[config.mk]
export PLATFORM = sky130hd
export DESIGN_NAME = img_sram_arbiter
export DESIGN_NICKNAME = d
export VERILOG_FILES = /design/src/rtl/img_sram_arbiter.sv
export SDC_FILE = /design/constraint.sdc
export NUM_CORES = 1
export LEC_CHECK = 0
export CORE_MARGIN = 2
export CORE_UTILIZATION = 23
export DETAILED_ROUTE_END_ITERATION = 16
export GPL_TIMING_DRIVEN = 0
export PLACE_DENSITY = 0.77
export SLEW_MARGIN = 10
export SYNTH_ARGS = -nofsm -noshare
export SYNTH_HDL_FRONTEND = slang
export SYNTH_SLANG_ARGS = --single-unit
[constraint.sdc]
create_clock -name clk -period 1.2 [get_ports clk]
set_input_delay 0.12 -clock clk [delete_from_list [all_inputs] [get_ports clk]]
set_output_delay 0.12 -clock clk [all_outputs]
set_load 0.1 [all_outputs]
[src/rtl/img_sram_arbiter.sv]
// img_sram_arbiter
// Shares the single image SRAM port between three requesters (RX writer,
// convolution engine, TX reader) using registered round-robin arbitration
// with burst locking. Every grant is followed by exactly one TURN cycle.
//
// Optional feature macro: IMG_ARB_PREEMPT_EN
//   When defined, an 8-bit burst counter bounds the owner's tenure to
//   MAX_BURST cycles whenever another port is waiting.
//   When undefined, a grant lasts until the owner drops its request.

module img_sram_arbiter #(
  parameter int NREQ      = 3,
  parameter int MAX_BURST = 64
) (
  input  logic                 clk,
  input  logic                 rst,
  input  logic [NREQ-1:0]      req,
  output logic [NREQ-1:0]      gnt,
  input  logic [8*NREQ-1:0]    m_row,
  input  logic [8*NREQ-1:0]    m_col,
  input  logic [8*NREQ-1:0]    m_din,
  input  logic [NREQ-1:0]      m_write_en,
  input  logic [NREQ-1:0]      m_sense_en,
  output logic [7:0]           sram_row,
  output logic [7:0]           sram_col,
  output logic [7:0]           sram_din,
  output logic                 sram_write_en,
  output logic                 sram_sense_en,
  output logic [1:0]           owner,
  output logic                 busy
);

  localparam logic [1:0] S_IDLE  = 2'd0;
  localparam logic [1:0] S_GRANT = 2'd1;
  localparam logic [1:0] S_TURN  = 2'd2;

  localparam logic [1:0] NO_OWNER = 2'd3;

  // Elaboration-time guard on the supported configuration.
  generate
    if (NREQ != 3) begin : g_bad_nreq
      $error("img_sram_arbiter: NREQ must be 3");
    end
    if (MAX_BURST < 2 || MAX_BURST > 255) begin : g_bad_burst
      $error("img_sram_arbiter: MAX_BURST must be in 2..255");
    end
  endgenerate

  logic [1:0]      state;
  logic [1:0]      state_nxt;
  logic [NREQ-1:0] gnt_nxt;
  logic [1:0]      owner_nxt;
  logic [1:0]      last;
  logic [1:0]      last_nxt;
  logic [1:0]      winner;
  logic            any_req;
  logic            owner_req;
  logic            preempt;

  // Round-robin successor: 0 -> 1 -> 2 -> 0.
  function automatic logic [1:0] rr_next(input logic [1:0] p);
    return (p == 2'd2) ? 2'd0 : p + 2'd1;
  endfunction

  assign any_req = |req;

  // Pick the first requesting port, searching from the one after the last winner.
  always_comb begin
    logic [1:0] c1;
    logic [1:0] c2;
    // NOTE: every variable written here gets a default first, so no path can
    // leave it unassigned and infer a latch.
    winner = last;
    c1     = rr_next(last);
    c2     = rr_next(c1);
    if (req[c1])        winner = c1;
    else if (req[c2])   winner = c2;
    else                winner = last;
  end

  // Request bit of the current owner; zero when nobody owns the SRAM.
  always_comb begin
    owner_req = 1'b0;
    case (owner)
      2'd0:    owner_req = req[0];
      2'd1:    owner_req = req[1];
      2'd2:    owner_req = req[2];
      default: owner_req = 1'b0;
    endcase
  end

`ifdef IMG_ARB_PREEMPT_EN
  localparam logic [7:0] BURST_LAST = 8'(MAX_BURST - 1);

  logic [7:0] burst_cnt;

  // Count GRANT cycles; zero outside GRANT so each burst starts from 0, and
  // saturate so an uncontested owner keeps the grant indefinitely.
  always_ff @(posedge clk or posedge rst) begin
    if (rst) begin
      burst_cnt <= 8'd0;
    end else if (state != S_GRANT) begin
      burst_cnt <= 8'd0;
    end else if (burst_cnt != BURST_LAST) begin
      burst_cnt <= burst_cnt + 8'd1;
    end
  end

  assign preempt = (burst_cnt == BURST_LAST) && ((req & ~gnt) != '0);
`else
  assign preempt = 1'b0;
`endif

  // Next-state, grant and pointer logic. TURN arbitrates exactly like IDLE, so
  // a waiting port is granted on the edge that ends the TURN cycle.
  always_comb begin
    state_nxt = state;
    gnt_nxt   = gnt;
    owner_nxt = owner;
    last_nxt  = last;
    case (state)
      S_IDLE, S_TURN: begin
        if (any_req) begin
          state_nxt = S_GRANT;
          gnt_nxt   = NREQ'(1) << winner;
          owner_nxt = winner;
          last_nxt  = winner;
        end else begin
          state_nxt = S_IDLE;
          gnt_nxt   = '0;
          owner_nxt = NO_OWNER;
        end
      end
      S_GRANT: begin
        if (!owner_req || preempt) begin
          state_nxt = S_TURN;
          gnt_nxt   = '0;
          owner_nxt = NO_OWNER;
        end
      end
      default: begin
        state_nxt = S_IDLE;
        gnt_nxt   = '0;
        owner_nxt = NO_OWNER;
      end
    endcase
  end

  // Registered FSM state, grant, owner and round-robin pointer.
  always_ff @(posedge clk or posedge rst) begin
    if (rst) begin
      state <= S_IDLE;
      gnt   <= '0;
      owner <= NO_OWNER;
      last  <= 2'd2;
    end else begin
      // NOTE: sequential state uses non-blocking assignments so every register
      // samples the pre-edge values, independent of statement order.
      state <= state_nxt;
      gnt   <= gnt_nxt;
      owner <= owner_nxt;
      last  <= last_nxt;
    end
  end

  assign busy = (state != S_IDLE);

  // SRAM mux: OR of the granted port's fields; strobes also need the owner's
  // live request so the cycle in which req falls performs no access.
  always_comb begin
    sram_row      = 8'd0;
    sram_col      = 8'd0;
    sram_din      = 8'd0;
    sram_write_en = 1'b0;
    sram_sense_en = 1'b0;
    for (int i = 0; i < NREQ; i++) begin
      sram_row      = sram_row | ({8{gnt[i]}} & m_row[8*i +: 8]);
      sram_col      = sram_col | ({8{gnt[i]}} & m_col[8*i +: 8]);
      sram_din      = sram_din | ({8{gnt[i]}} & m_din[8*i +: 8]);
      sram_write_en = sram_write_en | (gnt[i] & req[i] & m_write_en[i]);
      sram_sense_en = sram_sense_en | (gnt[i] & req[i] & m_sense_en[i]);
    end
  end

endmodule
Word-level counts from Yosys, hierarchy flattened
Cells that the tools add are included.

cells by class
  add/subtract/negate cells = 2
  magnitude comparators = 2
  eq/ne operators = 7
  shift operators = 1
  mux-type cells = 18
  bitwise operators = 28
  reductions and logical operators = 6

operator list
  kind                                                                   count
  8-bit AND                                                              9
  8-bit bitwise OR                                                       6
  2-bit two-way mux                                                      7
  1-bit AND                                                              9
  2-bit equality test, second input constant                             4
  2-bit case mux with 2 select lines                                     2
  2-bit by 3-bit < comparator with 1-bit output, second input constant   2
  3-bit two-way mux                                                      2
  3-bit case mux with 2 select lines                                     1
  2-bit by 1-bit adder with 2-bit output, second input constant          2
  1-bit binary-select mux with 2-bit select                              2
  2-bit by 1-bit equality test with 1-bit output, second input constant  2
  2-bit logical NOT                                                      2
  1-bit bitwise OR                                                       4
  1-bit two-way mux                                                      3
  1-bit case mux with 3 select lines                                     1
  3-bit OR reduction                                                     1
  1-bit by 2-bit << shifter with 3-bit output, first input constant      1
  2-bit != test, second input constant                                   1
  2-bit AND reduction                                                    1
  2-bit nonzero test                                                     1
  2-bit OR reduction                                                     1

storage, ports and cells
  bits in registers = 9
  input bits = 83
  output and inout port bits = 32
  word-level logic and storage cells = 68

Logic depth before layout (Yosys ltp)
  depth after elaboration = 11
  mapped depth = 4
  mapped depth without buffers = 3

Least setup slack after synthesis
OpenSTA, ideal clock, no wires.

  kind = register -> output
  start point = register gnt[2]
  end point = output port sram_sense_en
  arrival time = 2.365 ns
  data required time = 1.080 ns
  setup slack = -1.285 ns
  stages on the path, launching flop included = 5
  buffers on the path = 2
  cells stage by stage = dfrtp_1 > clkbuf_1 > clkbuf_1 > nand3_1 > nand3_1

on the way
  cells in the longest elaborated chain, start to end = 3

RTL lines
  what                      RTL line  RTL
  start: declaration        18        output logic [NREQ-1:0] gnt,
  start signal: assignment  160       gnt <= gnt_nxt;
  1-bit AND (2 in series)   181       sram_sense_en = sram_sense_en | (gnt[i] & req[i] & m_sense_en[i]);
  1-bit bitwise OR          181
  end: declaration          28        output logic sram_sense_en,

No other way between the ends.

Worst setup path after layout
  start point = register gnt[0]
  end point = output port sram_col[1]

on the way
  cells in the longest elaborated chain, start to end = 3

RTL lines
  what                            RTL line  RTL
  8-bit AND                       178       sram_col = sram_col | ({8{gnt[i]}} & m_col[8*i +: 8]);
  8-bit bitwise OR (2 in series)  178
  end: declaration                25        output logic [7:0] sram_col,

No other way between the ends.

==> impl_results.md <==
- Reg2reg setup slack: -0.23 ns
- Clk root buf: clkbuf_8
- Clk_lat worst skew: 0.24 ns
- Grt ovf: 0
- Gr usage total: 0.193
- Post-Syn Instances: 116
- Maximum vdd drop: 1.81 mV
- Vias in the first global route: 1392
- Register area share after synthesis: 0.258
- Initial DRT Pass Iterations: 5
- Yosys warnings: 0
- Core area: 3690 um2
- Diodes inserted: 0
- Fin Clk Skew: 0.00131 ns
- Syn nets: 199
- Final RePlAce weighted congestion: 0.825
- CTS tree: yes
- Setup Viol. Count Final: 36
- Final WL: 5080 um
- Actual slew at the worst max-slew pin: 0.653 ns
- Asr flop ratio synth: 1.00
- CTS H-tree depth: 1
- Max-slew violations: 0
- CP Capture Type: output port
- DR vias: 1521
- Status: complete, but fails checks
- Final Instance Count excl. Fillers: 294
- FF+latch count, synth: 9
- FMAX: 546 MHz
- Yosys cell types: 27
- Initial antenna violation count: 0
- Hold_buf cts: 0
- Tcrit/Tclk final: 1.53
- WS Path Type: reg -> out
- Drt first-iter violations: 159
- Failing checks: negative setup slack
- Die Area: 4380 um2
- Maximum capacitance violations: 0
- Clock transition at path regs: 0.05 ns
- Placed Instances: 276
- Avg WL per Cell: 17.3 um
- Post-synth EDFFs: 0
- Sink Count: 9
- Post-route setup TNS: -14.85 ns
- # DRC: 0
- Final Hold Fails: 0
- Chip height: 66.2 um
- IO Port Bufs: 112
- Minimum clock period: 1.83 ns
- Ports: 115
- Setup WS post-layout: -0.632 ns
- RSZ-0062 raised after global routing: true
- CTS max path bufs: 2
- Pwr per Cell Area: 3340 nW/um2
- Starting density of the core: 0.241
- CTS buffer count: 3
- Main synth FF type: dfrtp_1
- Vias per cell: 5.17
- Worst EP required: 1.08 ns
- First-pass GRT wire length: 6600 um
- Antenna-violating nets left: 0
- Post-DP HPWL: 3170 um
- Fraction of layout instances using a drive strength above 1: 0.435
- CP Launch Type: register
- Final nets: 330
- Post-Syn Area per Cell: 7.66 um2
- Cell row count: 22
- Die Wd: 66.2 um
- Worst path arrival time: 1.71 ns
- Static Leak: 1.15 nW
- Netlist Area Pre-Place: 888 um2
- Largest net degree at the start of global routing: 11
- CP max FO: 7
- Relative slew slack: 0.564
- Syn-to-layout area delta: 197%
- Hold Path Class: in -> async
placed cells by master (no fill, tap or decap), types with 4 or more instances in the layout:
master,count
buf_8,7
inv_2,24
clkdlybuf4s50_1,80
buf_6,25
clkbuf_16,4
a222oi_1,24
buf_12,9
buf_4,8
nand3_4,4
repair_timing:
item | in CTS | in global routing
setup buffers | 5 | 9
setup endpoints to repair | 39 | 38
resized for setup | 241 | 32
cloned | 0 | 2
pin swaps | 24 | 21
hold endpoints to repair | 0 | 0
per-layer routing:
layer  track usage  part of all wire  vias up
li1              -                 -      716
met1         0.205              0.37      708
met2         0.360              0.50       88
met3        0.0647              0.11        9
met4        0.0510             0.018        0
met5             0                 0        -
critical path: stages (launching register included):
cell	delay, ns
dfrtp_4	0.47
buf_8	0.15
clkbuf_16	0.15
a222oi_1	0.44
inv_2	0.06
buf_6	0.19
synthesized netlist by cell type, types with 3 or more instances:
cell type | n | area [um2]
nor2_1 | 3 | 11.3
nand3_1 | 9 | 45.0
a222oi_1 | 24 | 240
a31oi_1 | 3 | 18.8
o21ai_0 | 5 | 25.0
clkbuf_1 | 13 | 48.8
dfstp_2 | 3 | 78.8
dfrtp_1 | 6 | 150
inv_1 | 27 | 101
registers in the layout, summed over array words and instances, names as in the netlist:
| signal | flops |
|---|---|
| owner | 2 |
| state | 2 |
| gnt | 3 |
| last | 2 |
through the flow:
stage | utilization | instance area (um2) | power, W | worst slack, ns | hold WS (ns)
floorplan | - | 1020 | 0.00566 | -0.517 | -0.0542
global placement | 0.596 | 2200 | 0.00712 | -1.38 | 0.399
detailed placement | 0.596 | 2200 | 0.00713 | -1.38 | 0.401
finish | 0.714 | 2640 | 0.00881 | -0.632 | 0.136
CTS | 0.658 | 2430 | 0.00816 | -0.590 | 0.156
global route | 0.714 | 2640 | 0.00907 | -0.668 | 0.198
final timing paths:
check | start | endpoint | depth (start not counted)
worst max-delay path | gnt[0]$_DFFE_PP0P_ | sram_col[1] | 5
worst min-delay path | rst | gnt[0]$_DFFE_PP0P_ | 2
worst max register to register | owner[0]$_DFFE_PP1P_ | gnt[1]$_DFFE_PP0P_ | 3
worst min register to register | last[1]$_DFFE_PP1P_ | last[1]$_DFFE_PP1P_ | 2
max in group asynchronous | rst | owner[0]$_DFFE_PP1P_ | 2
min in group clk | req[2] | gnt[2]$_DFFE_PP0P_ | 3
where the power goes:
part | switching [W] | total, W | leakage [nW] | internal (W)
clock | 0.000138 | 0.000371 | 0.0228 | 0.000233
combinational | 0.00508 | 0.00773 | 1.03 | 0.00265
sequential | 0.000181 | 0.000702 | 0.102 | 0.000521
total | 0.00540 | 0.00881 | 1.15 | 0.00341
cell families (layout without fill, tap and decap cells):
group | count (synthesis) | in the layout | share of synthesized area
muxes | 1 | 1 | 0.0113
DFF | 9 | 9 | 0.258
AOI/OAI and AO/OA | 43 | 43 | 0.420
buffers and inverters | 40 | 170 | 0.169
and+or+nand+nor | 23 | 23 | 0.142
cell type report:
class / instances / area (um2)
inverter: 27 / 101
sequential: 9 / 249
fill: 280 / 1050
tap: 48 / 60.1
multi-input combinational: 67 / 622
timing repair buffer: 127 / 1390
buffer: 12 / 164
clock buffer: 4 / 45.0
No activity file was read; power rests on OpenSTA's default activity.
